<file path="src/rtl/seq_pkg.sv">
// Shared types and helpers for the multicycle sequencer.
// Macro SEQ_PERF_CNT_EN (see multicycle_sequencer) adds perf counters.
package seq_pkg;

    localparam int SEQ_DATA_W = 16;

    typedef enum logic {
        SEQ_IDLE = 1'b0,
        SEQ_RUN  = 1'b1
    } seq_state_t;

    // Ceiling log2; used for pointer and phase index widths.
    function automatic int clog2(input int value);
        int r;
        int v;
        r = 0;
        v = value - 1;
        while (v > 0) begin
            r++;
            v = v >> 1;
        end
        return r;
    endfunction

endpackage

</file>
<file path="src/rtl/seq_instr_fifo.sv">
// Instruction queue: storage, wrapping pointers, occupancy, full/empty.
// Ports: clk, rst (async, active-low), clear (sync), push/wdata, pop/rdata, full, empty.
module seq_instr_fifo
    import seq_pkg::*;
#(
    parameter int DATA_W = SEQ_DATA_W,
    parameter int DEPTH  = 2
) (
    input  logic              clk,
    input  logic              rst,
    input  logic              clear,
    input  logic              push,
    input  logic [DATA_W-1:0] wdata,
    input  logic              pop,
    output logic [DATA_W-1:0] rdata,
    output logic              full,
    output logic              empty
);

    localparam int PTR_W = clog2(DEPTH);

    logic [DATA_W-1:0] mem [DEPTH];
    logic [PTR_W-1:0]  wr_ptr;
    logic [PTR_W-1:0]  rd_ptr;
    logic [PTR_W:0]    count;
    logic              do_push;
    logic              do_pop;

    assign full    = (count == (PTR_W+1)'(DEPTH));
    assign empty   = (count == '0);
    assign do_push = push && !full;
    assign do_pop  = pop && !empty;
    assign rdata   = mem[rd_ptr];

    always_ff @(posedge clk or negedge rst) begin
        if (!rst) begin
            for (int i = 0; i < DEPTH; i++) begin
                mem[i] <= '0;
            end
        end else if (do_push && !clear) begin
            mem[wr_ptr] <= wdata;
        end
    end

    // Pointers rely on DEPTH being a power of two to wrap naturally.
    always_ff @(posedge clk or negedge rst) begin
        if (!rst) begin
            wr_ptr <= '0;
            rd_ptr <= '0;
            count  <= '0;
        end else if (clear) begin
            wr_ptr <= '0;
            rd_ptr <= '0;
            count  <= '0;
        end else begin
            if (do_push) wr_ptr <= wr_ptr + 1'b1;
            if (do_pop)  rd_ptr <= rd_ptr + 1'b1;
            count <= count + (PTR_W+1)'(do_push)
                           - (PTR_W+1)'(do_pop);
        end
    end

endmodule

</file>
<file path="src/rtl/multicycle_sequencer.sv">
// Phase sequencer and instruction front end for the multicycle core.
// Ports: clk, rst (async, active-low); instr_valid/instr_ready/instr_data
//   in; stall, flush; ir, ir_load, pc_en, phase_oh, phase_idx, busy out.
// SEQ_PERF_CNT_EN adds cyc_cnt and retired_cnt outputs.
module multicycle_sequencer
    import seq_pkg::*;
#(
    parameter int DATA_W     = SEQ_DATA_W,
    parameter int NUM_PHASES = 5,
    parameter int IQ_DEPTH   = 2
) (
    input  logic                           clk,
    input  logic                           rst,
    input  logic                           instr_valid,
    output logic                           instr_ready,
    input  logic [DATA_W-1:0]              instr_data,
    input  logic                           stall,
    input  logic                           flush,
    output logic [DATA_W-1:0]              ir,
    output logic                           ir_load,
    output logic                           pc_en,
    output logic [NUM_PHASES-1:0]          phase_oh,
    output logic [clog2(NUM_PHASES)-1:0]   phase_idx,
    output logic                           busy
`ifdef SEQ_PERF_CNT_EN
    ,
    output logic [31:0]                    cyc_cnt,
    output logic [31:0]                    retired_cnt
`endif
);

    localparam int IDX_W = clog2(NUM_PHASES);

    seq_state_t              state;
    seq_state_t              state_n;
    logic [IDX_W-1:0]        idx_n;
    logic [NUM_PHASES-1:0]   oh_n;
    logic [DATA_W-1:0]       ir_n;
    logic                    load_n;
    logic                    pop;
    logic                    push;
    logic                    retire;
    logic                    last;
    logic                    armed;
    logic                    full;
    logic                    empty;
    logic [DATA_W-1:0]       head;

    // armed keeps instr_ready low while reset is asserted.
    assign instr_ready = armed && !full;
    assign push        = instr_valid && instr_ready && !flush;
    assign busy        = (state == SEQ_RUN);
    assign last        = (phase_idx == IDX_W'(NUM_PHASES - 1));

    seq_instr_fifo #(
        .DATA_W (DATA_W),
        .DEPTH  (IQ_DEPTH)
    ) u_fifo (
        .clk   (clk),
        .rst   (rst),
        .clear (flush),
        .push  (push),
        .wdata (instr_data),
        .pop   (pop),
        .rdata (head),
        .full  (full),
        .empty (empty)
    );

    always_comb begin
        state_n = state;
        idx_n   = phase_idx;
        ir_n    = ir;
        load_n  = 1'b0;
        pop     = 1'b0;
        retire  = 1'b0;
        if (flush) begin
            state_n = SEQ_IDLE;
            idx_n   = '0;
        end else begin
            unique case (state)
                SEQ_IDLE: begin
                    pop = !empty;
                end
                SEQ_RUN: begin
                    if (!stall) begin
                        if (last) begin
                            retire = 1'b1;
                            if (!empty) begin
                                pop = 1'b1;
                            end else begin
                                state_n = SEQ_IDLE;
                                idx_n   = '0;
                            end
                        end else begin
                            idx_n = phase_idx + 1'b1;
                        end
                    end
                end
            endcase
        end
        // A pop always starts phase 0 of a fresh instruction.
        if (pop) begin
            ir_n    = head;
            load_n  = 1'b1;
            idx_n   = '0;
            state_n = SEQ_RUN;
        end
        oh_n = (state_n == SEQ_RUN) ? (NUM_PHASES'(1) << idx_n) : '0;
    end

    always_ff @(posedge clk or negedge rst) begin
        if (!rst) begin
            state     <= SEQ_IDLE;
            phase_idx <= '0;
            phase_oh  <= '0;
            ir        <= '0;
            ir_load   <= 1'b0;
            pc_en     <= 1'b0;
            armed     <= 1'b0;
        end else begin
            state     <= state_n;
            phase_idx <= idx_n;
            phase_oh  <= oh_n;
            ir        <= ir_n;
            ir_load   <= load_n;
            pc_en     <= load_n;
            armed     <= 1'b1;
        end
    end

`ifdef SEQ_PERF_CNT_EN
    always_ff @(posedge clk or negedge rst) begin
        if (!rst) begin
            cyc_cnt     <= '0;
            retired_cnt <= '0;
        end else begin
            cyc_cnt <= cyc_cnt + 32'(busy);
            if (retire) retired_cnt <= retired_cnt + 32'd1;
        end
    end
`else
    logic unused_retire;
    assign unused_retire = retire;
`endif

endmodule

</file>
<file path="config.mk">
export PLATFORM = sky130hd
export DESIGN_NAME = multicycle_sequencer
export DESIGN_NICKNAME = d
export VERILOG_FILES = /design/src/rtl/seq_pkg.sv /design/src/rtl/seq_instr_fifo.sv /design/src/rtl/multicycle_sequencer.sv
export SDC_FILE = /design/constraint.sdc
export NUM_CORES = 1
export LEC_CHECK = 0
export ABC_CLOCK_PERIOD_IN_PS = 2360
export CAP_MARGIN = 20
export CORE_MARGIN = 8
export CORE_UTILIZATION = 54
export CTS_BUF_LIST = sky130_fd_sc_hd__clkbuf_4
export CTS_CLUSTER_SIZE = 20
export DETAILED_ROUTE_END_ITERATION = 8
export PLACE_DENSITY = 0.8
export SYNTH_ARGS = -nofsm -noshare
export SYNTH_HDL_FRONTEND = slang
export SYNTH_SLANG_ARGS = --single-unit
export TNS_END_PERCENT = 10
</file>
<file path="constraint.sdc">
create_clock -name clk -period 2.36 [get_ports clk]
set_clock_uncertainty 0.2 [all_clocks]
set_input_delay 0.236 -clock clk [delete_from_list [all_inputs] [get_ports clk]]
set_output_delay 0.236 -clock clk [all_outputs]
set_load 0.01 [all_outputs]
</file>
After elaboration in Yosys (flattened, before gate mapping) --
Cells that the tools add are included.
Cells by class: add/sub/neg operators 5, $lt $le $gt $ge 3, equal/unequal tests 2, shift-type cells 1, multiplexer cells 29, bitwise operators 3, reductions and logical operators 13
Operators by type and width (number):
- two-way mux 16 bit | 4
- bitwise mux 32 bit | 1
- two-way mux 3 bit | 6
- demux 16 bit (select 1 bit) | 1
- two-way mux 1 bit | 14
- logical AND 1 bit | 7
- two-way mux 5 bit | 1
- << shifter 1 x 3 -> 5 bit, first input constant | 1
- >= comparator 2 bit, second input constant | 2
- inverter 1 -> 2 bit | 2
- nonzero test 2 bit | 2
- adder 3 x 1 -> 3 bit, second input constant | 1
- == test 3 bit, second input constant | 1
- zero test 1 bit | 3
- adder 1 bit, second input constant | 2
- adder 2 x 1 -> 2 bit | 1
- == test 2 bit, second input constant | 1
- zero test 2 bit | 1
- < comparator 2 x 1 -> 1 bit, second input constant | 1
- two-way mux 2 bit | 1
- one-hot mux 1 bit (2 select lines) | 1
- subtractor 2 x 1 -> 2 bit | 1
- inverter 1 bit | 1
Storage, ports and cells: bits in registers 63, input bits 21, logic and storage cells 67

Longest topological paths before layout --
depth in word-level cells 9, depth in mapped cells 10

By module --
Synthesis repeated with hierarchy kept, for this count alone.
Unflattened totals: cell total of the unflattened synthesis 194, area total of the unflattened synthesis 2836.5 um^2
Modules (own cells, without submodules):
- seq_instr_fifo | times used 1, cells each 109, area an instance 1662.8 um^2
- multicycle_sequencer | times used 1, cells each 85, area an instance 1173.6 um^2

Worst setup path after synthesis --
No wires, ideal clock.
path kind register to register, start register phase_idx[0], end register u_fifo.count[1], library setup time 0.133 ns, data arrival time 1.870 ns, required time 2.027 ns, setup slack 0.157 ns, cell stages (with the launch flop) 11, buffers on the path 0, clock period less this slack 2.203 ns, cell sequence dfrtp_1 inv_1 ha_1 nand3b_4 a211oi_1 ha_1 inv_1 ha_1 xnor2_1 xnor2_1 nor2_1
On the way: word-level cells in the longest chain between the ends 8
Ends and longest elaborated chain:
- from (decl) | RTL line multicycle_sequencer.sv:23 | output logic [clog2(NUM_PHASES)-1:0] phase_idx,
- from (signal assigned) | RTL line multicycle_sequencer.sv:123 | phase_idx <= idx_n;
- == test 3 bit | RTL line multicycle_sequencer.sv:53 | assign last = (phase_idx == IDX_W'(NUM_PHASES - 1));
- two-way mux 1 bit | RTL line multicycle_sequencer.sv:87 | if (last) begin
- two-way mux 1 bit | RTL line multicycle_sequencer.sv:86 | if (!stall) begin
- one-hot mux 1 bit (2 select lines) | RTL line multicycle_sequencer.sv:81 | unique case (state)
- two-way mux 1 bit | RTL line multicycle_sequencer.sv:77 | if (flush) begin
- logical AND 1 bit | RTL line seq_instr_fifo.sv:32 | assign do_pop = pop && !empty;
- subtractor 2 x 1 -> 2 bit | RTL line seq_instr_fifo.sv:59 | - (PTR_W+1)'(do_pop);
- two-way mux 2 bit | RTL line seq_instr_fifo.sv:51 | end else if (clear) begin
- to (signal assigned) | RTL line seq_instr_fifo.sv:58 | count <= count + (PTR_W+1)'(do_push)
- to (decl) | RTL line seq_instr_fifo.sv:25 | logic [PTR_W:0] count;
No other way between the ends. A chain may end at the register's enable or synchronous reset.

Worst setup path after layout --
Ends and elaborated chain as after synthesis.

==> out/results.txt <==
status: finished, final reports clean
H-tree Lvls: 3
hpwl dp: 3758 um
max cap viols: 0
layout cell share with drive strength beyond 1: 29.82%
commonest cells after routing, fill and taps aside: 62 x dfrtp_1, 47 x clkdlybuf4s50_1, 30 x mux2_2, 21 x nor2_1, 17 x mux2i_1
Setup crit end: u_fifo.count[1]$_DFF_PN0_
register area: 1578 sq um
clk slew on worst S/H paths: 100 ps
Synth Instances: 212
power per cell area: 1140 nW/um^2
worst-path maximum fanout: 6
first-pass GRT wire length: 8852 um
Synth cell types: 41
diode count: 0
Main synth FF type: dfrtp_1
Final TNS setup: 0 ps
Post-CTS Setup Bufs: 0
Worst slew margin: 59.40%
GRT overflow: 0
Die Wd: 88.24 um
Tmin final: 2193 ps
DR DRC count: 0
Hold Violations, Final: 0
commonest non-fill, non-tap cell in the layout: dfrtp_1
DRT Wirelength: 5115 um
Leakage Power: 1.481 nW
Layout fillers: 399
Fmax: 456.0 MHz
CP Launch Point: phase_idx[0]$_DFF_PN0_
area of the multi-input gates: 1137 sq um
number of vias per cell: 5.101
FF+latch count, synth: 63
Max VDD drop: 0.0006178 V
measured slew at the worst slew-check pin: 609.0 ps
cell depth of the worst flop-to-flop path: 10
fraction of registers with async set or reset after synthesis: 100.0%
Clock Tree Buf Depth: 2
initial core utilization: 55.52%
Setup WS pre-CTS: 69.01 ps
sequential element share of the synthesized area: 55.95%
DR iter-0 viols: 85
Critical Path RT: 2430 ps
clk_lat worst skew: 370 ps
Critical Path Source Type: register
Post-Syn Area: 2818 sq um
final instance area: 3511 sq um
total die area: 7785 sq um
IO buf count: 48
reg-to-reg setup timing slack: 170 ps
syn avg cell area: 13.29 sq um
placer congestion estimate: 0.7614
# IOs: 49
total power: 4.004 mW
initial antenna violation count: 0
DR vias: 1760
Pre-antenna DRT Iters: 4
# setup viols final: 0
CP Capture Type: register
Hold WC Path Type: in -> async
Final WS setup: 166.9 ps
placed inst area: 3385 sq um
Wirelength per Cell: 14.83 um
YS warnings: 0
synthesis-to-layout area growth: 24.60%
Mapped Nets: 237
largest net degree at the start of global routing: 38
Core Area: 5075 sq um
TritonCTS Buffers: 9
vias in the first global route: 1861
CP arrival: 2260 ps
GRT Util Overall: 14.84%
fin util: 69.18%
CTS sink count: 63
unrepaired setup endpoints after global routing: no
row cnt: 26
Reg-to-Reg Start: phase_idx[0]$_DFF_PN0_
max-slew violations: 0
crit path kind: reg -> reg
Post-synth EDFFs: 0
reg2reg end: u_fifo.count[1]$_DFF_PN0_
Final nets: 295
CTS root buffer: clkbuf_4
TritonCTS clock tree: yes
ANT nets after route: 0
Final period util: 92.93%
die height: 88.24 um
## repair_timing
item | 4_1_cts | 5_1_grt
setup endpoints to repair | 0 | 1
hold buffers | 1 | 0
endpoints found under the hold margin | 26 | 0
gates resized for setup | 0 | 3
## per-stage QoR
step,hold slack (ps),cells
floorplan,-259.6,212
global placement,75.83,328
detailed placement,79.05,328
CTS,210.8,345
global route,246.4,345
finish,214.5,345
## worst min path at each step
| stage | from | end | slack, ps | cells past startpoint |
|---|---|---|---|---|
| 6_report | rst | u_fifo.mem[1]$_DFFE_PN0P_ | 210 | 2 |
| 4_1_cts | rst | u_fifo.mem[1]$_DFFE_PN0P_ | 210 | 2 |
| 2_1_floorplan | rst | armed$_DFF_PN0_ | -260 | 0 |
| 3_5_place_dp | rst | u_fifo.mem[1]$_DFFE_PN0P_ | 80 | 1 |
| 3_3_place_gp | rst | u_fifo.mem[1]$_DFFE_PN0P_ | 80 | 1 |
| 5_1_grt | rst | u_fifo.mem[25]$_DFFE_PN0P_ | 250 | 2 |
## state kept, by name, indices dropped and copies added (netlist names)
name / cells
u_fifo.count: 2
pc_en: 1
phase_idx: 3
u_fifo.rd_ptr: 1
phase_oh: 5
armed: 1
ir: 16
u_fifo.mem: 32
busy: 1
u_fifo.wr_ptr: 1
## layout make-up
class	count	share of cell area [%]
clock buffers	11	2.352
clock inverters	5	0.7128
inverters	8	0.8553
multi-input cells	131	32.39
flip-flops and latches	63	44.94
well taps	70	2.495
repair buffers	57	16.25
## critical path, stage by stage (launching register included)
cell      delay, ps
dfrtp_2         450
inv_1            90
ha_2            230
nand3b_4        120
a211oi_2        230
ha_1            250
inv_1            60
ha_1            150
xnor2_1         130
xnor2_1         140
nor2_1           50
## kinds of logic after synthesis
kind of cell	count (synthesis)	share of synthesized area [%]
AOI/OAI and AO/OA	31	9.147
xor gates and xnor gates	4	1.244
adders and majority gates	4	1.776
buffers and inverters	18	3.952
DFF	63	55.95
muxes	49	19.09
other	1	0.1331
and+or+nand+nor	42	8.704
## metal layers
layer  up-vias  part of all wire [%]  GRT usage [%]  wire length, um
met5         -                     0              0                0
met4         0                   1.5          6.912               78
met3         6                   3.6          3.435              182
met2        31                    50          24.98             2567
met1       867                    45          17.54             2286
li1        856                     -              -                -
## synthesized netlist by cell type (all sizes together), types with 2 or more instances
library cell | instances | area (sq um)
inv | 8 | 30.03
o21ai | 2 | 10.01
nand3b | 3 | 35.03
nor3 | 3 | 26.28
mux2 | 32 | 367.9
a21oi | 19 | 143.9
nor2b | 2 | 12.51
xnor2 | 3 | 26.28
mux2i | 17 | 170.2
a211oi | 3 | 35.03
o211ai | 2 | 20.02
nand2 | 3 | 18.77
a21boi | 2 | 15.01
dfrtp | 63 | 1577
nor2 | 22 | 85.09
nand3 | 3 | 15.01
buf | 9 | 77.57
ha | 4 | 50.05
## report_power, final
part           total [mW]  switching [mW]  internal, mW
sequential           1.80           0.270          1.53
clock               0.582           0.351         0.231
combinational        1.62           0.712         0.909
No activity file was read; power rests on OpenSTA's default activity.
